===== config.mk =====
export PLATFORM = sky130hd
export DESIGN_NAME = double_to_int
export DESIGN_NICKNAME = d
export VERILOG_FILES = /design/src/rtl/double_to_int.sv
export SDC_FILE = /design/constraint.sdc
export NUM_CORES = 1
export LEC_CHECK = 0
export CORE_UTILIZATION = 54
export CTS_BUF_LIST = sky130_fd_sc_hd__clkbuf_4
export CTS_CLUSTER_SIZE = 12
export DETAILED_ROUTE_END_ITERATION = 6
export GPL_ROUTABILITY_DRIVEN = 0
export MAX_ROUTING_LAYER = met4
export PLACE_DENSITY = 0.76
export SYNTH_ARGS = -nofsm -noshare
export SYNTH_HDL_FRONTEND = slang
export SYNTH_SLANG_ARGS = --single-unit
export TNS_END_PERCENT = 10

===== constraint.sdc =====
create_clock -name clk -period 10.05 [get_ports clk]
set_input_delay 3.015 -clock clk [delete_from_list [all_inputs] [get_ports clk]]
set_output_delay 3.015 -clock clk [all_outputs]
set_load 0.01 [all_outputs]

===== src/rtl/double_to_int.sv =====
// IEEE-754 binary64 to int64 converter: round-half-even, saturating, two register stages with valid/ready flow control.
// Define DOUBLE_TO_INT_FLAGS_EN to add result_tuser[1:0] = {invalid, inexact}.

module double_to_int (
  input  logic        clk,
  input  logic        rst_n,
  input  logic        a_tvalid,
  input  logic [63:0] a_tdata,
  output logic        a_tready,
  output logic        result_tvalid,
  output logic [63:0] result_tdata,
  input  logic        result_tready
`ifdef DOUBLE_TO_INT_FLAGS_EN
  ,
  output logic [1:0]  result_tuser
`endif
);

  localparam int DATA_W = 64;
  localparam int MAN_W  = 52;
  localparam int INT_W  = 63;
  localparam int ALN_W  = INT_W + 1 + MAN_W;

  localparam logic [10:0] EXP_HALF = 11'd1022;
  localparam logic [10:0] EXP_SAT  = 11'd1086;
  localparam logic [10:0] EXP_MAX  = 11'h7FF;

  localparam logic signed [DATA_W-1:0] INT_MAX = 64'sh7FFF_FFFF_FFFF_FFFF;
  localparam logic signed [DATA_W-1:0] INT_MIN = 64'sh8000_0000_0000_0000;

  function automatic logic [DATA_W-1:0] round_rne(input logic [INT_W-1:0] mag,
                                                  input logic rnd,
                                                  input logic stk);
    logic up;
    up = rnd & (stk | mag[0]);
    return {1'b0, mag} + {{(DATA_W-1){1'b0}}, up};
  endfunction

  function automatic logic signed [DATA_W-1:0] saturate(input logic ovf,
                                                       input logic ovf_neg,
                                                       input logic sgn,
                                                       input logic [DATA_W-1:0] mag);
    logic signed [DATA_W-1:0] smag;
    smag = signed'(mag);
    if (ovf) return ovf_neg ? INT_MIN : INT_MAX;
    return sgn ? -smag : smag;
  endfunction

  logic advance;
  logic vld_p1, vld_p2;

  logic              sgn_p0, nan_p0, ovf_p0, ovf_neg_p0, rnd_p0, stk_p0;
  logic [10:0]       exp_p0;
  logic [MAN_W-1:0]  man_p0;
  logic [ALN_W-1:0]  aln_p0;
  logic [INT_W-1:0]  int_p0;

  logic              sgn_p1, ovf_p1, ovf_neg_p1, rnd_p1, stk_p1;
  logic [INT_W-1:0]  int_p1;

  logic signed [DATA_W-1:0] res_p2;

  assign advance       = ~vld_p2 | result_tready;
  assign a_tready      = advance;
  assign result_tvalid = vld_p2;
  assign result_tdata  = res_p2;

  // Stage 1 input: decode, classify, align to integer / round bit / sticky
  always_comb begin
    sgn_p0     = a_tdata[63];
    exp_p0     = a_tdata[62:52];
    man_p0     = a_tdata[51:0];
    nan_p0     = (exp_p0 == EXP_MAX) && (man_p0 != '0);
    ovf_p0     = exp_p0 >= EXP_SAT;
    ovf_neg_p0 = sgn_p0 | nan_p0;
    aln_p0     = {{INT_W{1'b0}}, 1'b1, man_p0} << (exp_p0 - EXP_HALF);
    int_p0     = '0;
    rnd_p0     = 1'b0;
    stk_p0     = 1'b0;
    if (ovf_p0) begin
      int_p0 = '0;
    end else if (exp_p0 < EXP_HALF) begin
      // Below 0.5 in magnitude: always rounds to zero, inexact unless exactly zero.
      stk_p0 = |a_tdata[62:0];
    end else begin
      int_p0 = aln_p0[ALN_W-1:MAN_W+1];
      rnd_p0 = aln_p0[MAN_W];
      stk_p0 = |aln_p0[MAN_W-1:0];
    end
  end

  always_ff @(posedge clk or negedge rst_n) begin
    if (!rst_n) begin
      vld_p1 <= 1'b0;
      vld_p2 <= 1'b0;
    end else if (advance) begin
      vld_p1 <= a_tvalid;
      vld_p2 <= vld_p1;
    end
  end

  always_ff @(posedge clk) begin
    if (advance && a_tvalid) begin
      sgn_p1     <= sgn_p0;
      ovf_p1     <= ovf_p0;
      ovf_neg_p1 <= ovf_neg_p0;
      int_p1     <= int_p0;
      rnd_p1     <= rnd_p0;
      stk_p1     <= stk_p0;
    end
  end

  // Stage 2: round, negate, saturate; cleared in reset so the output reads 0
  always_ff @(posedge clk or negedge rst_n) begin
    if (!rst_n) begin
      res_p2 <= '0;
    end else if (advance && vld_p1) begin
      res_p2 <= saturate(ovf_p1, ovf_neg_p1, sgn_p1, round_rne(int_p1, rnd_p1, stk_p1));
    end
  end

`ifdef DOUBLE_TO_INT_FLAGS_EN
  logic       inv_p0, inv_p1;
  logic [1:0] flg_p2;

  // Only -2^63 saturates exactly; every other overflow, Inf and NaN is invalid.
  assign inv_p0 = ovf_p0 & ~(sgn_p0 & (exp_p0 == EXP_SAT) & (man_p0 == '0));

  always_ff @(posedge clk) begin
    if (advance && a_tvalid) inv_p1 <= inv_p0;
  end

  always_ff @(posedge clk or negedge rst_n) begin
    if (!rst_n) begin
      flg_p2 <= '0;
    end else if (advance && vld_p1) begin
      flg_p2 <= {inv_p1, ~inv_p1 & (rnd_p1 | stk_p1)};
    end
  end

  assign result_tuser = flg_p2;
`endif

endmodule

==> results of run 1 <==
[cells in the final DEF, fill, tap and decap left out, types with 11 or more instances in the layout]
cell and instances:
sky130_fd_sc_hd__nor4_1 42, sky130_fd_sc_hd__and3_1 27, sky130_fd_sc_hd__o211ai_1 21, sky130_fd_sc_hd__nor3_1 66, sky130_fd_sc_hd__a211oi_1 21, sky130_fd_sc_hd__inv_1 18
sky130_fd_sc_hd__nand3_1 70, sky130_fd_sc_hd__nor2_1 212, sky130_fd_sc_hd__clkdlybuf4s50_1 130, sky130_fd_sc_hd__and2_1 11, sky130_fd_sc_hd__nand2_1 209, sky130_fd_sc_hd__edfxtp_1 68
sky130_fd_sc_hd__nand4_1 36, sky130_fd_sc_hd__buf_4 24, sky130_fd_sc_hd__a21oi_1 120, sky130_fd_sc_hd__mux2_2 30, sky130_fd_sc_hd__a31oi_1 27, sky130_fd_sc_hd__mux4_2 43
sky130_fd_sc_hd__dfrtp_1 66, sky130_fd_sc_hd__o31ai_1 18, sky130_fd_sc_hd__o21a_1 39, sky130_fd_sc_hd__xor2_1 40, sky130_fd_sc_hd__xnor2_1 68, sky130_fd_sc_hd__a22oi_1 12
sky130_fd_sc_hd__mux2i_1 55, sky130_fd_sc_hd__o21ai_0 117, sky130_fd_sc_hd__clkbuf_4 17
[routing by layer]
layer  up-vias  part of all wire  wire length, um
li1       6633                 -                -
met2       913              0.46            20400
met3       208             0.098             4400
met4         0             0.053             2370
met1      6679              0.39            17500
met5         -                 0                0
[cell type report]
class                   count  area share
inverters                  20     0.00481
diodes                      2    0.000321
well taps                 330      0.0265
clock buffers              17     0.00818
multi-input cells        1457       0.618
repair buffers            156      0.0956
clock inverters            15     0.00978
flip-flops and latches    134       0.237
[through the flow]
step                instances  utilization  hold slack (ns)  setup slack, ns  total power (uW)
floorplan                1744            -            0.467             3.34              1210
global placement         2097        0.610            0.455             2.82              1520
detailed placement       2097        0.610            0.460             2.69              1540
CTS                      2129        0.621            0.491             2.81              1890
global route             2131        0.621            0.520             2.72              2010
finish                   2131        0.621            0.485             2.81              1900
[sequential cells by signal, summed over array words and instances (netlist names)]
| register | cells |
|---|---|
| int_p1 | 63 |
| vld_p1 | 1 |
| ovf_neg_p1 | 1 |
| stk_p1 | 1 |
| sgn_p1 | 1 |
| result_tvalid | 1 |
| result_tdata | 64 |
| ovf_p1 | 1 |
| rnd_p1 | 1 |
[critical path: stages]
cell                              delay, ns
sky130_fd_sc_hd__clkdlybuf4s50_1       0.44
sky130_fd_sc_hd__nand2b_1              0.20
sky130_fd_sc_hd__clkdlybuf4s50_1       0.57
[power by group through the flow]
stage	logic (uW)	clock network (uW)	registers, uW
floorplan	454	0	760
global placement	785	0	737
detailed placement	798	0	742
CTS	800	361	729
global route	878	387	740
finish	819	356	729
[path summary, 6_finish.rpt]
check                                    to  slack [ns]  depth (start not counted)
max                                a_tready        2.81                          3
min                         result_tdata[9]        0.49                          2
max reg2reg                result_tdata[57]        5.12                         13
min reg2reg                 result_tdata[9]        0.49                          2
max in group asynchronous  result_tdata[37]        6.93                          2
min in group asynchronous   result_tdata[5]        2.59                          2
[kinds of logic (layout without fill, tap and decap cells)]
| kind of cell | after synthesis | count (layout) | synth area share |
|---|---|---|---|
| and+or+nand+nor | 750 | 750 | 0.265 |
| muxes | 128 | 128 | 0.134 |
| other | 0 | 2 | 0 |
| xor gates and xnor gates | 116 | 116 | 0.0746 |
| buffers and inverters | 153 | 208 | 0.0434 |
| adders and majority gates | 4 | 4 | 0.00362 |
| AOI/OAI and AO/OA | 459 | 459 | 0.212 |
| DFF | 134 | 134 | 0.267 |
==> reports/qor_table.md, run 1 <==
| Result | This run | Unit |
|---|---|---|
| Result of the run | complete, but fails checks | - |
| Violations in the final reports | DRC | - |
| Total area of sequential cells | 3690 | um2 |
| Net switching share of the total power | 0.399 | - |
| Post-Synthesis Net Count | 1816 | - |
| Insertion delay of the later-clocked pin in the worst-skew pair | 0.58 | ns |
| Post-CTS setup buffers | 0 | - |
| Global-route wire length before repair | 70900 | um |
| Synth area leader | sky130_fd_sc_hd__edfxtp_1 | - |
| Most instantiated library cell after synthesis | sky130_fd_sc_hd__nor2_1 | - |
| Most used flip-flop cell after synthesis | sky130_fd_sc_hd__edfxtp_1 | - |
| Layout cell share with drive strength beyond 1 | 0.0928 | - |
| Area enclosed by the die boundary | 26200 | um2 |
| I/O Pins | 134 | - |
| Setup crit end kind | output port | - |
| Footprint of the multi-input gates | 9640 | um2 |
| Final setup skew | 0.0272 | ns |
| Initial core utilization | 0.550 | - |
| Number of pins exceeding their max-slew limit in the final report | 0 | - |
| Final Cycle Share | 0.720 | - |
| Setup Crit Path Kind | input pin to output port | - |
| Top achievable clock speed | 138 | MHz |
| Global-route track usage on met3 | 0.0677 | - |
| GR Util met1 | 0.442 | - |
| Bufs on Longest Clock Path | 2 | - |
| Number of instances in the synthesized netlist | 1744 | - |
| Final setup TNS | 0 | ns |
| NetSw | 760 | uW |
| Met2 global-route usage | 0.551 | - |
| Number of global-route vias before repair | 12971 | - |
| GRT Overall Usage | 0.353 | - |
| Unrepaired setup endpoints after global routing | false | - |
| Register clock-pin slew on the reported worst setup and hold paths | 0.13 | ns |
| Gate power share | 0.430 | - |
| Netlist cell types | 85 | - |
| Worst Tran Pin Value | 1.26 | ns |
| Initial antenna violation count | 2 | - |
| Routing layer with the top usage in global route | met2 | - |
| Post-synth EDFFs | 68 | - |
| Signed area change from the synthesized netlist to the final layout | 12.9 | % |
| Worst endpoint data arrival time | 4.22 | ns |
| Area of the mapped netlist | 13800 | um2 |
| Class of the tightest hold or removal check | flop to flop | - |
| Source of the worst hold timing path | result_tdata[9] | - |
| Average detailed-routed wire length per instance | 21.0 | um |
| Startpoint of the lowest-slack register-to-register path | stk_p1 | - |
| Number of design-rule violations left by the first detailed-router iteration | 2314 | - |
| Hold Buf Count CTS | 0 | - |
| Remaining global-route overflow | 0 | - |
| Post-cts resize count | 0 | - |
| Worst ir drop on vdd | 91.3 | uV |
| Die extent in y | 162 | um |
| CTS sink cnt | 134 | - |
| Largest cells by area after synthesis | sky130_fd_sc_hd__edfxtp_1 15%, sky130_fd_sc_hd__dfrtp_1 12%, sky130_fd_sc_hd__mux4_2 7.0% | - |
| Number of warnings issued by yosys | 0 | - |
| Number of filler instances in the final layout | 2239 | - |
| Final ANT Viol Nets | 0 | - |
| Relative max-transition margin | 0.157 | - |
| Std cell rows | 58 | - |
| Leakage | 0.00534 | uW |
| Final routed wirelength across all metal layers | 44700 | um |
| Clock root buffer master | sky130_fd_sc_hd__clkbuf_4 | - |
| Post-synthesis sequential element count | 134 | - |
| Num CTS Buffers | 17 | - |
| Syn avg cell area | 7.92 | um2 |
| DR vias | 14433 | - |
| Sequential power share | 0.383 | - |
| Fraction of synthesized cell area taken by the top area cell type | 0.148 | - |
| Share of synthesized registers carrying an async set or reset | 0.493 | - |
| Final count of hold timing violations | 0 | - |
| Clk network pwr share | 0.187 | - |
| Critical path data required time | 7.04 | ns |
| Post-route DRC violation count | 7 | - |
| Share of synthesized area occupied by flip-flops and latches | 0.267 | - |
| Horizontal die dimension | 162 | um |
| Startpoint types | input pin | - |
| Nets | 1858 | - |
| Maximum fanout along the worst path | 6 | - |
| Power per cell area | 122 | nW/um2 |
| Largest net degree at the start of global routing | 78 | - |
| Tmin final | 7.24 | ns |
| Deepest level of the CTS H-tree | 4 | - |
| Internal Dissipation | 1140 | uW |
| Pre-antenna DRT Iters | 7 | - |
| Total cell area at the placement stage | 15300 | um2 |
| Core Area | 25100 | um2 |
| Final HPWL DP | 33500 | um |
| Mean number of vias per cell | 6.77 | - |
| Count of input and output buffers | 133 | - |
| Count of maximum capacitance violations | 0 | - |
| Count of final setup violators | 0 | - |
| Clock tree from TritonCTS | built | - |
| Most used standard cells in the synthesized netlist | 212 x sky130_fd_sc_hd__nor2_1, 209 x sky130_fd_sc_hd__nand2_1, 120 x sky130_fd_sc_hd__a21oi_1 | - |
| Post-layout instance area | 15600 | um2 |
| First element of the critical path | result_tready | - |
Note: power is estimated with default switching activity, not from simulation.
==> run 2: changes to the inputs <==
Clock period 10.05 ns to 7.55 ns, I/O delays scaled along.
==> reports/qor_table.md, run 2 (synthesized netlist as in run 1, its figures left out) <==
| Result | This run | Unit |
|---|---|---|
| Result of the run | complete, but fails checks | - |
| Violations in the final reports | DRC | - |
| Core Area | 25100 | um2 |
| Bufs on Longest Clock Path | 2 | - |
| Pre-antenna DRT Iters | 7 | - |
| GRT Overall Usage | 0.363 | - |
| Flip-flop count of the largest register after layout | 64 | - |
| Final Cycle Share | 0.842 | - |
| Buf/Inv on CP | 1 | - |
| Startpoint of the lowest-slack register-to-register path | stk_p1 | - |
| Hold Buf Count CTS | 0 | - |
| Post-layout instance area | 15700 | um2 |
| Worst Tran Pin Value | 1.28 | ns |
| Relative max-transition margin | 0.143 | - |
| Count of maximum capacitance violations | 0 | - |
| Top achievable clock speed | 157 | MHz |
| Class of the tightest hold or removal check | flop to flop | - |
| Number of filler instances in the final layout | 2270 | - |
| Final setup TNS | 0 | ns |
| Worst setup path end | int_p1[12] | - |
| Leading cell type in the layout, fill and taps excluded | sky130_fd_sc_hd__nor2_1 | - |
| Number of cells traversed by the worst register-to-register path | 13 | - |
| Remaining global-route overflow | 0 | - |
| Commonest cells after routing, fill and taps aside | 212 x sky130_fd_sc_hd__nor2_1, 209 x sky130_fd_sc_hd__nand2_1, 130 x sky130_fd_sc_hd__clkdlybuf4s50_1 | - |
| Post-route DRC violation count | 27 | - |
| Num CTS Buffers | 17 | - |
| Insertion delay of the later-clocked pin in the worst-skew pair | 0.56 | ns |
| Post-CTS setup buffers | 0 | - |
| Net switching share of the total power | 0.377 | - |
| Power per cell area | 165 | nW/um2 |
| Clock tree from TritonCTS | built | - |
| Final count of hold timing violations | 0 | - |
| Footprint of the multi-input gates | 9640 | um2 |
| Total area of sequential cells | 3690 | um2 |
| Leakage | 0.00540 | uW |
| Critical path data required time | 7.77 | ns |
| Count of final setup violators | 0 | - |
| Nets | 1866 | - |
| Initial core utilization | 0.550 | - |
| Mean number of vias per cell | 6.84 | - |
| Post-cts resize count | 0 | - |
| NetSw | 977 | uW |
| Critical path cell sequence | clkdlybuf4s50_1, and3_1, nand4_1, nor3_1, a31oi_4, a211oi_1, a22oi_1, a211oi_1 | - |
| Number of global-route vias before repair | 13262 | - |
| Layout cell share with drive strength beyond 1 | 0.0963 | - |
| Critical Path Slowest Stage Cell | sky130_fd_sc_hd__a211oi_1 | - |
| Slowest stage delay, CP | 1.02 | ns |
| Worst ir drop on vdd | 146 | uV |
| Total cell area at the placement stage | 15400 | um2 |
| CTS sink cnt | 134 | - |
| Average detailed-routed wire length per instance | 21.3 | um |
| Die extent in y | 162 | um |
| Largest net degree at the start of global routing | 76 | - |
| Final HPWL DP | 34600 | um |
| Deepest level of the CTS H-tree | 4 | - |
| First element of the critical path | a_tdata[56] | - |
| Cell mode on critical path | sky130_fd_sc_hd__a211oi_1 | - |
| R2r endpoint | result_tdata[61] | - |
| Clk network pwr share | 0.198 | - |
| Clock root buffer master | sky130_fd_sc_hd__clkbuf_4 | - |
| Internal Dissipation | 1620 | uW |
| Category of cells accounting for the largest share of critical-path delay | compound AO/OA/AOI/OAI gates | - |
| Number of pins exceeding their max-slew limit in the final report | 0 | - |
| Final routed wirelength across all metal layers | 45600 | um |
| Area enclosed by the die boundary | 26200 | um2 |
| Global-route wire length before repair | 72700 | um |
| Flop2flop setup slack | 2.55 | ns |
| Final ANT Viol Nets | 0 | - |
| Gate power share | 0.428 | - |
| Maximum fanout along the worst path | 27 | - |
| Startpoint types | input pin | - |
| Tmin final | 6.36 | ns |
| Register clock-pin slew on the reported worst setup and hold paths | 0.11 | ns |
| Sequential power share | 0.374 | - |
| I/O Pins | 134 | - |
| Count of input and output buffers | 133 | - |
| Setup crit end kind | flop | - |
| Crit path depth | 8 | - |
| Horizontal die dimension | 162 | um |
| Unrepaired setup endpoints after global routing | false | - |
| Worst endpoint data arrival time | 6.57 | ns |
| Setup Crit Path Kind | input pin to flop | - |
| DR vias | 14630 | - |
| Signed area change from the synthesized netlist to the final layout | 13.7 | % |
| Initial antenna violation count | 2 | - |
| Number of design-rule violations left by the first detailed-router iteration | 2425 | - |
| Std cell rows | 58 | - |
| Final setup skew | 0.0328 | ns |
-- run 2: changes by cell type in the layout (fill, tap and decap cells not counted), moves of 2 or more --
| cell | previous run | this run |
|---|---|---|
| sky130_fd_sc_hd__buf_4 | 24 | 30 |
| sky130_fd_sc_hd__inv_8 | 6 | 0 |
| sky130_fd_sc_hd__bufinv_16 | 0 | 3 |
| sky130_fd_sc_hd__buf_12 | 0 | 2 |
| sky130_fd_sc_hd__clkinv_4 | 2 | 4 |
| sky130_fd_sc_hd__inv_6 | 5 | 3 |
-- run 2: how the worst min path moves through the flow --
stage                          start                to  depth (start not counted)
global placement     result_tdata[9]   result_tdata[9]                          2
detailed placement   result_tdata[5]   result_tdata[5]                          1
finish              result_tdata[18]  result_tdata[18]                          1
global route         result_tdata[5]   result_tdata[5]                          1
CTS                 result_tdata[49]  result_tdata[49]                          1
floorplan                     vld_p1     result_tvalid                          1
-- run 2: final cells by class --
class | count | share of cell area
Antenna cell | 3 | 0.000478
Clock buffer | 18 | 0.00860
Clock inverter | 14 | 0.0111
Inverter | 20 | 0.00478
Multi-Input combinational cell | 1457 | 0.613
Sequential cell | 134 | 0.235
Tap cell | 330 | 0.0263
Timing Repair Buffer | 164 | 0.100
-- run 2: power by group through the flow --
stage | Clock, uW | Combinational [uW] | Sequential [uW]
after floorplan | 0 | 605 | 1010
after global placement | 0 | 1060 | 981
after detailed placement | 0 | 1070 | 986
after CTS | 518 | 1080 | 970
after global routing | 556 | 1190 | 985
final | 514 | 1110 | 970
-- run 2: metrics by stage --
| step | power, uW | util | worst slack [ns] | hold WS (ns) | cells |
|---|---|---|---|---|---|
| final | 2590 | 0.626 | 1.19 | 0.498 | 2140 |
| after global routing | 2730 | 0.626 | 1.26 | 0.512 | 2139 |
| after CTS | 2570 | 0.626 | 1.60 | 0.504 | 2137 |
| after detailed placement | 2060 | 0.613 | 1.01 | 0.479 | 2105 |
| after global placement | 2040 | 0.613 | 1.14 | 0.463 | 2105 |
| after floorplan | 1620 | - | 1.59 | 0.467 | 1744 |
-- run 2: layer usage --
layer / track usage / vias to the layer above / part of all wire
met2: 0.570 / 965 / 0.45
met3: 0.0751 / 230 / 0.10
met5: - / - / 0
li1: - / 6654 / -
met1: 0.445 / 6781 / 0.38
met4: 0.175 / 0 / 0.062
